===== src/rtl/load_store_unit.sv =====
// rtl/load_store_unit.sv - load/store unit: aligns core accesses onto a word-wide memory port
module load_store_unit #(
  parameter int XLEN    = 64,
  parameter int ADDR_W  = 64,
  parameter int TIMEOUT = 255
) (
  input  logic              in_Clk,
  input  logic              in_Rst_N,
  input  logic              in_req_valid,
  output logic              out_req_ready,
  input  logic              in_req_we,
  input  logic [1:0]        in_req_size,
  input  logic              in_req_unsigned,
  input  logic [ADDR_W-1:0] in_req_addr,
  input  logic [XLEN-1:0]   in_req_wdata,
  output logic              out_resp_valid,
  output logic [XLEN-1:0]   out_resp_data,
  output logic              out_resp_err,
  output logic              out_mem_valid,
  output logic              out_mem_we,
  input  logic              in_mem_ready,
  output logic [ADDR_W-1:0] out_mem_addr,
  output logic [XLEN-1:0]   out_mem_wdata,
  output logic [XLEN/8-1:0] out_mem_be,
  input  logic              in_mem_rvalid,
  input  logic [XLEN-1:0]   in_mem_rdata
);
  localparam int BE_W  = XLEN / 8;
  localparam int OFF_W = $clog2(BE_W);

  typedef enum logic [1:0] {IDLE, REQ, WAIT_R, RESP} state_t;

  state_t            state_q, state_d;
  logic [15:0]       cnt_q, cnt_d;
  logic              req_we_q, req_we_d;
  logic              req_unsigned_q, req_unsigned_d;
  logic [1:0]        req_size_q, req_size_d;
  logic [OFF_W-1:0]  req_off_q, req_off_d;
  logic              req_ready_q, req_ready_d;
  logic              mem_valid_q, mem_valid_d;
  logic              mem_we_q, mem_we_d;
  logic [ADDR_W-1:0] mem_addr_q, mem_addr_d;
  logic [XLEN-1:0]   mem_wdata_q, mem_wdata_d;
  logic [BE_W-1:0]   mem_be_q, mem_be_d;
  logic              resp_valid_q, resp_valid_d;
  logic [XLEN-1:0]   resp_data_q, resp_data_d;
  logic              resp_err_q, resp_err_d;

  logic [OFF_W-1:0]  in_off;
  logic              misaligned, illegal;
  logic [BE_W-1:0]   size_mask;
  logic [XLEN-1:0]   rd_shift, rd_mask, rd_ext;
  int                nbytes, nbits;

  always_comb begin
    in_off    = in_req_addr[OFF_W-1:0];
    nbytes    = 1 << in_req_size;
    size_mask = BE_W'((32'd1 << nbytes) - 32'd1);
    case (in_req_size)
      2'b00:   misaligned = 1'b0;
      2'b01:   misaligned = in_req_addr[0];
      2'b10:   misaligned = |in_req_addr[1:0];
      default: misaligned = |in_req_addr[2:0];
    endcase
    illegal = misaligned || (in_req_size == 2'b11 && XLEN == 32);

    // Load return: move the addressed lane to bit 0, keep size bits, then extend.
    nbits = 8 << req_size_q;
    if (nbits > XLEN) nbits = XLEN;
    rd_shift = in_mem_rdata >> {req_off_q, 3'b000};
    rd_mask  = (nbits == XLEN) ? '1 : ((XLEN'(1) << nbits) - XLEN'(1));
    rd_ext   = rd_shift & rd_mask;
    if (!req_unsigned_q && (|(rd_shift & (XLEN'(1) << (nbits - 1)))))
      rd_ext = rd_ext | ~rd_mask;
  end

  always_comb begin
    state_d        = state_q;
    cnt_d          = cnt_q;
    req_we_d       = req_we_q;
    req_unsigned_d = req_unsigned_q;
    req_size_d     = req_size_q;
    req_off_d      = req_off_q;
    mem_we_d       = mem_we_q;
    mem_addr_d     = mem_addr_q;
    mem_wdata_d    = mem_wdata_q;
    mem_be_d       = mem_be_q;
    resp_valid_d   = 1'b0;
    resp_data_d    = '0;
    resp_err_d     = 1'b0;
    case (state_q)
      IDLE: begin
        if (in_req_valid) begin
          req_we_d       = in_req_we;
          req_unsigned_d = in_req_unsigned;
          req_size_d     = in_req_size;
          req_off_d      = in_off;
          cnt_d          = '0;
          mem_we_d       = in_req_we;
          mem_addr_d     = {in_req_addr[ADDR_W-1:OFF_W], {OFF_W{1'b0}}};
          mem_wdata_d    = in_req_wdata << {in_off, 3'b000};
          mem_be_d       = in_req_we ? (size_mask << in_off) : '0;
          if (illegal) begin
            state_d      = RESP;
            resp_valid_d = 1'b1;
            resp_err_d   = 1'b1;
          end else begin
            state_d = REQ;
          end
        end
      end
      REQ: begin
        if (in_mem_ready) begin
          cnt_d = '0;
          if (req_we_q) begin
            state_d      = RESP;
            resp_valid_d = 1'b1;
          end else begin
            state_d = WAIT_R;
          end
        end else if (cnt_q == 16'(TIMEOUT - 1)) begin
          state_d      = RESP;
          resp_valid_d = 1'b1;
          resp_err_d   = 1'b1;
        end else begin
          cnt_d = cnt_q + 16'd1;
        end
      end
      WAIT_R: begin
        if (in_mem_rvalid) begin
          state_d      = RESP;
          resp_valid_d = 1'b1;
          resp_data_d  = rd_ext;
        end else if (cnt_q == 16'(TIMEOUT - 1)) begin
          state_d      = RESP;
          resp_valid_d = 1'b1;
          resp_err_d   = 1'b1;
        end else begin
          cnt_d = cnt_q + 16'd1;
        end
      end
      default: state_d = IDLE;
    endcase
    req_ready_d = (state_d == IDLE);
    mem_valid_d = (state_d == REQ);
    // Memory-side fields are only meaningful while a request is outstanding.
    if (state_d != REQ) begin
      mem_we_d    = 1'b0;
      mem_addr_d  = '0;
      mem_wdata_d = '0;
      mem_be_d    = '0;
    end
  end

  always_ff @(posedge in_Clk) begin
    if (!in_Rst_N) begin
      state_q        <= IDLE;
      cnt_q          <= '0;
      req_we_q       <= 1'b0;
      req_unsigned_q <= 1'b0;
      req_size_q     <= '0;
      req_off_q      <= '0;
      req_ready_q    <= 1'b1;
      mem_valid_q    <= 1'b0;
      mem_we_q       <= 1'b0;
      mem_addr_q     <= '0;
      mem_wdata_q    <= '0;
      mem_be_q       <= '0;
      resp_valid_q   <= 1'b0;
      resp_data_q    <= '0;
      resp_err_q     <= 1'b0;
    end else begin
      state_q        <= state_d;
      cnt_q          <= cnt_d;
      req_we_q       <= req_we_d;
      req_unsigned_q <= req_unsigned_d;
      req_size_q     <= req_size_d;
      req_off_q      <= req_off_d;
      req_ready_q    <= req_ready_d;
      mem_valid_q    <= mem_valid_d;
      mem_we_q       <= mem_we_d;
      mem_addr_q     <= mem_addr_d;
      mem_wdata_q    <= mem_wdata_d;
      mem_be_q       <= mem_be_d;
      resp_valid_q   <= resp_valid_d;
      resp_data_q    <= resp_data_d;
      resp_err_q     <= resp_err_d;
    end
  end

  assign out_req_ready  = req_ready_q;
  assign out_mem_valid  = mem_valid_q;
  assign out_mem_we     = mem_we_q;
  assign out_mem_addr   = mem_addr_q;
  assign out_mem_wdata  = mem_wdata_q;
  assign out_mem_be     = mem_be_q;
  assign out_resp_valid = resp_valid_q;
  assign out_resp_data  = resp_data_q;
  assign out_resp_err   = resp_err_q;
endmodule


===== config.mk =====
export PLATFORM = sky130hd
export DESIGN_NAME = load_store_unit
export DESIGN_NICKNAME = d
export VERILOG_FILES = /design/src/rtl/load_store_unit.sv
export SDC_FILE = /design/constraint.sdc
export NUM_CORES = 1
export LEC_CHECK = 0
export ABC_AREA = 0
export CAP_MARGIN = 20
export CORE_MARGIN = 3
export CORE_UTILIZATION = 40
export CTS_CLUSTER_DIAMETER = 30
export DETAILED_ROUTE_END_ITERATION = 10
export GPL_ROUTABILITY_DRIVEN = 0
export PLACE_DENSITY_LB_ADDON = 0.25
export SLEW_MARGIN = 20
export SYNTH_ARGS = -nofsm -noshare
export SYNTH_HDL_FRONTEND = slang
export SYNTH_SLANG_ARGS = --single-unit

===== constraint.sdc =====
create_clock -name in_Clk -period 3.7 [get_ports in_Clk]
set_input_delay 0.37 -clock in_Clk [delete_from_list [all_inputs] [get_ports in_Clk]]
set_output_delay 0.37 -clock in_Clk [all_outputs]
set_load 0.005 [all_outputs]

==> metrics.cfg <==
[status]
status = completed

[routing]
drc = 0
wl_per_cell_um = 20.6
antenna_left = 0
drt_iter0_drc = 1103
drt_wl_total_mm = 42.4
firstDrtPassIters = 5
drt-vias-per-instance = 5.51
via_count = 11300

[min_path]
hold_class = in2reg
worstHoldPathCells = 3
hold_end = out_mem_addr[35]$_SDFFE_PP0P_
hold_start = in_req_addr[35]

[yosys]
ys_ff_latch = 227
synth_adder_area_share_pct = 0.784
synthSimpleGateAreaFrac_pct = 16.9
synth.cell_area_um2 = 11200
synth-edff-count = 0
ys.flop_type = dfxtp_1
synth_xor_area_share_pct = 1.18
synth_cells = 1272
ys_seq_area_share_pct = 40.7
ys_warn_count = 0
syn_avg_cell_area_um2 = 8.79
yosysUniqueCellTypes = 59
synth_compound_area_share_pct = 18.4
synthMuxAreaShare_pct = 16.8
async_flop_share_pct = 0
synth_top_family_by_area = compound AO/OA/AOI/OAI gates

[clocking]
cts_resized = 0
cts_hold_buf = 0
cts_tree = done
cts_inserted_buffers = 52
cts_buffer_depth = 3
clock_sinks = 227
post_cts_buffers = 0
ctsRootBufferMaster = clkbuf_16
clk_latency_ns = 0.55
cts.reportedPaths.clkPinSlew_ns = 0.05
htreeDepth = 2

[layout]
layout_common_cells = clkdlybuf4s50_1 (400), dfxtp_1 (225), nand2_1 (202)
area_growth_pct = 56.0
ff_latch_area_um2 = 4550
layout-drive-gt1-share_pct = 14.1
num-nets-final = 1854
multiInputGateArea_um2 = 6080
final_common_cell = clkdlybuf4s50_1
nFillCells = 2263
design_area_um2 = 17400

[global_route]
use_met1_pct = 32.5
overflow = 0
grt_max_degree = 88
groute.layer.met2.usage_pct = 47.8
grt_use_total_pct = 26.9
antenna_found_initial = 0
grt_pass1_vias = 11100
gr-usage-met3_pct = 6.13
grt_pass1_wl_mm = 64.8
grt_busiest_layer = met2

[critical_path]
worstRegToRegCells = 6
worst_setup_path_end_kind = flip-flop
startpoint_type = flip-flop
critPathKind = reg2reg
required_ns = 4.16
arrival_ns = 3.12
worstPathMaxFanout = 68
startpoint = cnt_q[12]$_SDFFE_PN0P_
rr_endpoint = out_mem_wdata[34]$_SDFFE_PP0P_
r2r_start = cnt_q[12]$_SDFFE_PN0P_
ff2ff_setup_slack_ns = 1.04

[floorplanning]
die_x_um = 173
die-area_um2 = 30000
die_h_um = 173
core_area_um2 = 27200
std_cell_rows = 60
io-pin-count = 406
start_util_pct = 41.1

[sta]
relSlewSlack_pct = 40.5
setup_violations = 0
drv_slew = 0
clock_skew_ns = 0.0193
finalSetupTns_ns = 0
final.min_clock_period_ns = 2.66
rsz0062_at_grt = no
tightestPinTransition_ns = 0.886
finalCritPeriodShare_pct = 72.0
hold_viol_final = 0
fmax_mhz = 375

[place]
post-dp-hpwl_mm = 30.7
portBuffers = 402
post_dp_cell_area_um2 = 15400

[power_and_ir_drop]
p_leak_nw = 6.33
ir_drop_v = 0.000412
power_density_nw_per_um2 = 567

[flow_run]
drv_cap = 0

-- state kept, by name, summed over array words and instances (netlist names), 2 cells and up --
| signal | count |
|---|---|
| cnt_q | 16 |
| req_off_q | 3 |
| state_q | 2 |
| req_size_q | 2 |
| out_resp_data | 64 |
| out_mem_wdata | 64 |
| out_mem_be | 8 |
| out_mem_addr | 61 |
-- synthesized netlist by cell type, types with 8 or more instances --
cell type / count / share of area (%)
nor4_1: 8 / 0.45
mux2_2: 46 / 4.6
xor2_1: 8 / 0.63
buf_6: 9 / 0.91
a32oi_1: 9 / 0.71
dfxtp_1: 227 / 41
a22o_1: 8 / 0.63
mux2i_1: 66 / 5.9
nor3_1: 25 / 1.1
a21oi_2: 30 / 2.4
a21oi_1: 91 / 4.1
o21ai_0: 61 / 2.7
a221oi_1: 16 / 1.3
buf_1: 12 / 0.40
a211oi_1: 17 / 1.1
inv_1: 23 / 0.77
clkbuf_1: 80 / 2.7
nor2_1: 129 / 4.3
mux4_2: 31 / 6.2
a222oi_1: 8 / 0.72
nand3_1: 9 / 0.40
nand2_1: 203 / 6.8
nor2b_1: 23 / 1.3
a22oi_1: 36 / 2.4
-- final cells by class --
cell class	instances	area share (%)
Tap cell	372	2.67
Multi-Input combinational cell	914	34.9
Inverter	24	0.517
Clock buffer	66	8.46
Timing Repair Buffer	427	24.5
Antenna cell	1	0.0144
Clock inverter	27	2.96
Sequential cell	227	26.1
-- worst max-delay path: stages, from the launching register on --
cell,delay [ns]
dfxtp_1,0.34
or4_1,0.54
or4_1,0.68
a31oi_4,0.30
nand4_4,0.16
buf_12,0.27
nor3_1,0.25
-- through the flow --
| step | util [%] | instances | setup slack [ns] | hold slack, ns | power, W |
|---|---|---|---|---|---|
| 4_1_cts | 64.2 | 2057 | 1.06 | 0.353 | 0.00993 |
| 3_3_place_gp | 56.8 | 1964 | 1.05 | 0.441 | 0.00468 |
| 2_1_floorplan | - | 1274 | 1.38 | 0.452 | 0.00388 |
| 3_5_place_dp | 56.8 | 1964 | 0.990 | 0.446 | 0.00471 |
| 6_report | 64.2 | 2058 | 1.04 | 0.375 | 0.00989 |
| 5_1_grt | 64.2 | 2057 | 0.885 | 0.370 | 0.0102 |
-- routing by layer --
layer  wire (um)  share of wire, %  vias to the layer above
li1            -                 -                     5273
met1       16500                39                     5423
met2       21400                50                      577
met3        3520               8.3                       69
met4        1000               2.4                        0
met5           0                 0                        -
-- worst max-delay path by stage --
stage,to,cells after the start
2_1_floorplan,out_mem_addr[10]$_SDFFE_PP0P_,8
3_3_place_gp,out_mem_wdata[43]$_SDFFE_PP0P_,5
3_5_place_dp,out_mem_wdata[43]$_SDFFE_PP0P_,5
4_1_cts,out_mem_wdata[34]$_SDFFE_PP0P_,6
5_1_grt,out_mem_wdata[47]$_SDFFE_PP0P_,6
6_report,out_mem_wdata[34]$_SDFFE_PP0P_,6
-- power by group --
part | internal (W) | switching [W]
sequential | 0.00259 | 0.0000968
clock | 0.00376 | 0.00144
combinational | 0.000895 | 0.00110
-- cells by family (layout without fill, tap and decap cells) --
kind of cell,after synthesis,count (layout)
AO/OA/AOI/OAI,308,308
XOR/XNOR,15,15
adder cells (fa/ha/maj),7,7
buffers and inverters,133,544
flip-flops,227,227
multiplexers,143,143
other,1,4
AND/OR/NAND/NOR,438,438
Power figures use the tool's default switching activity.
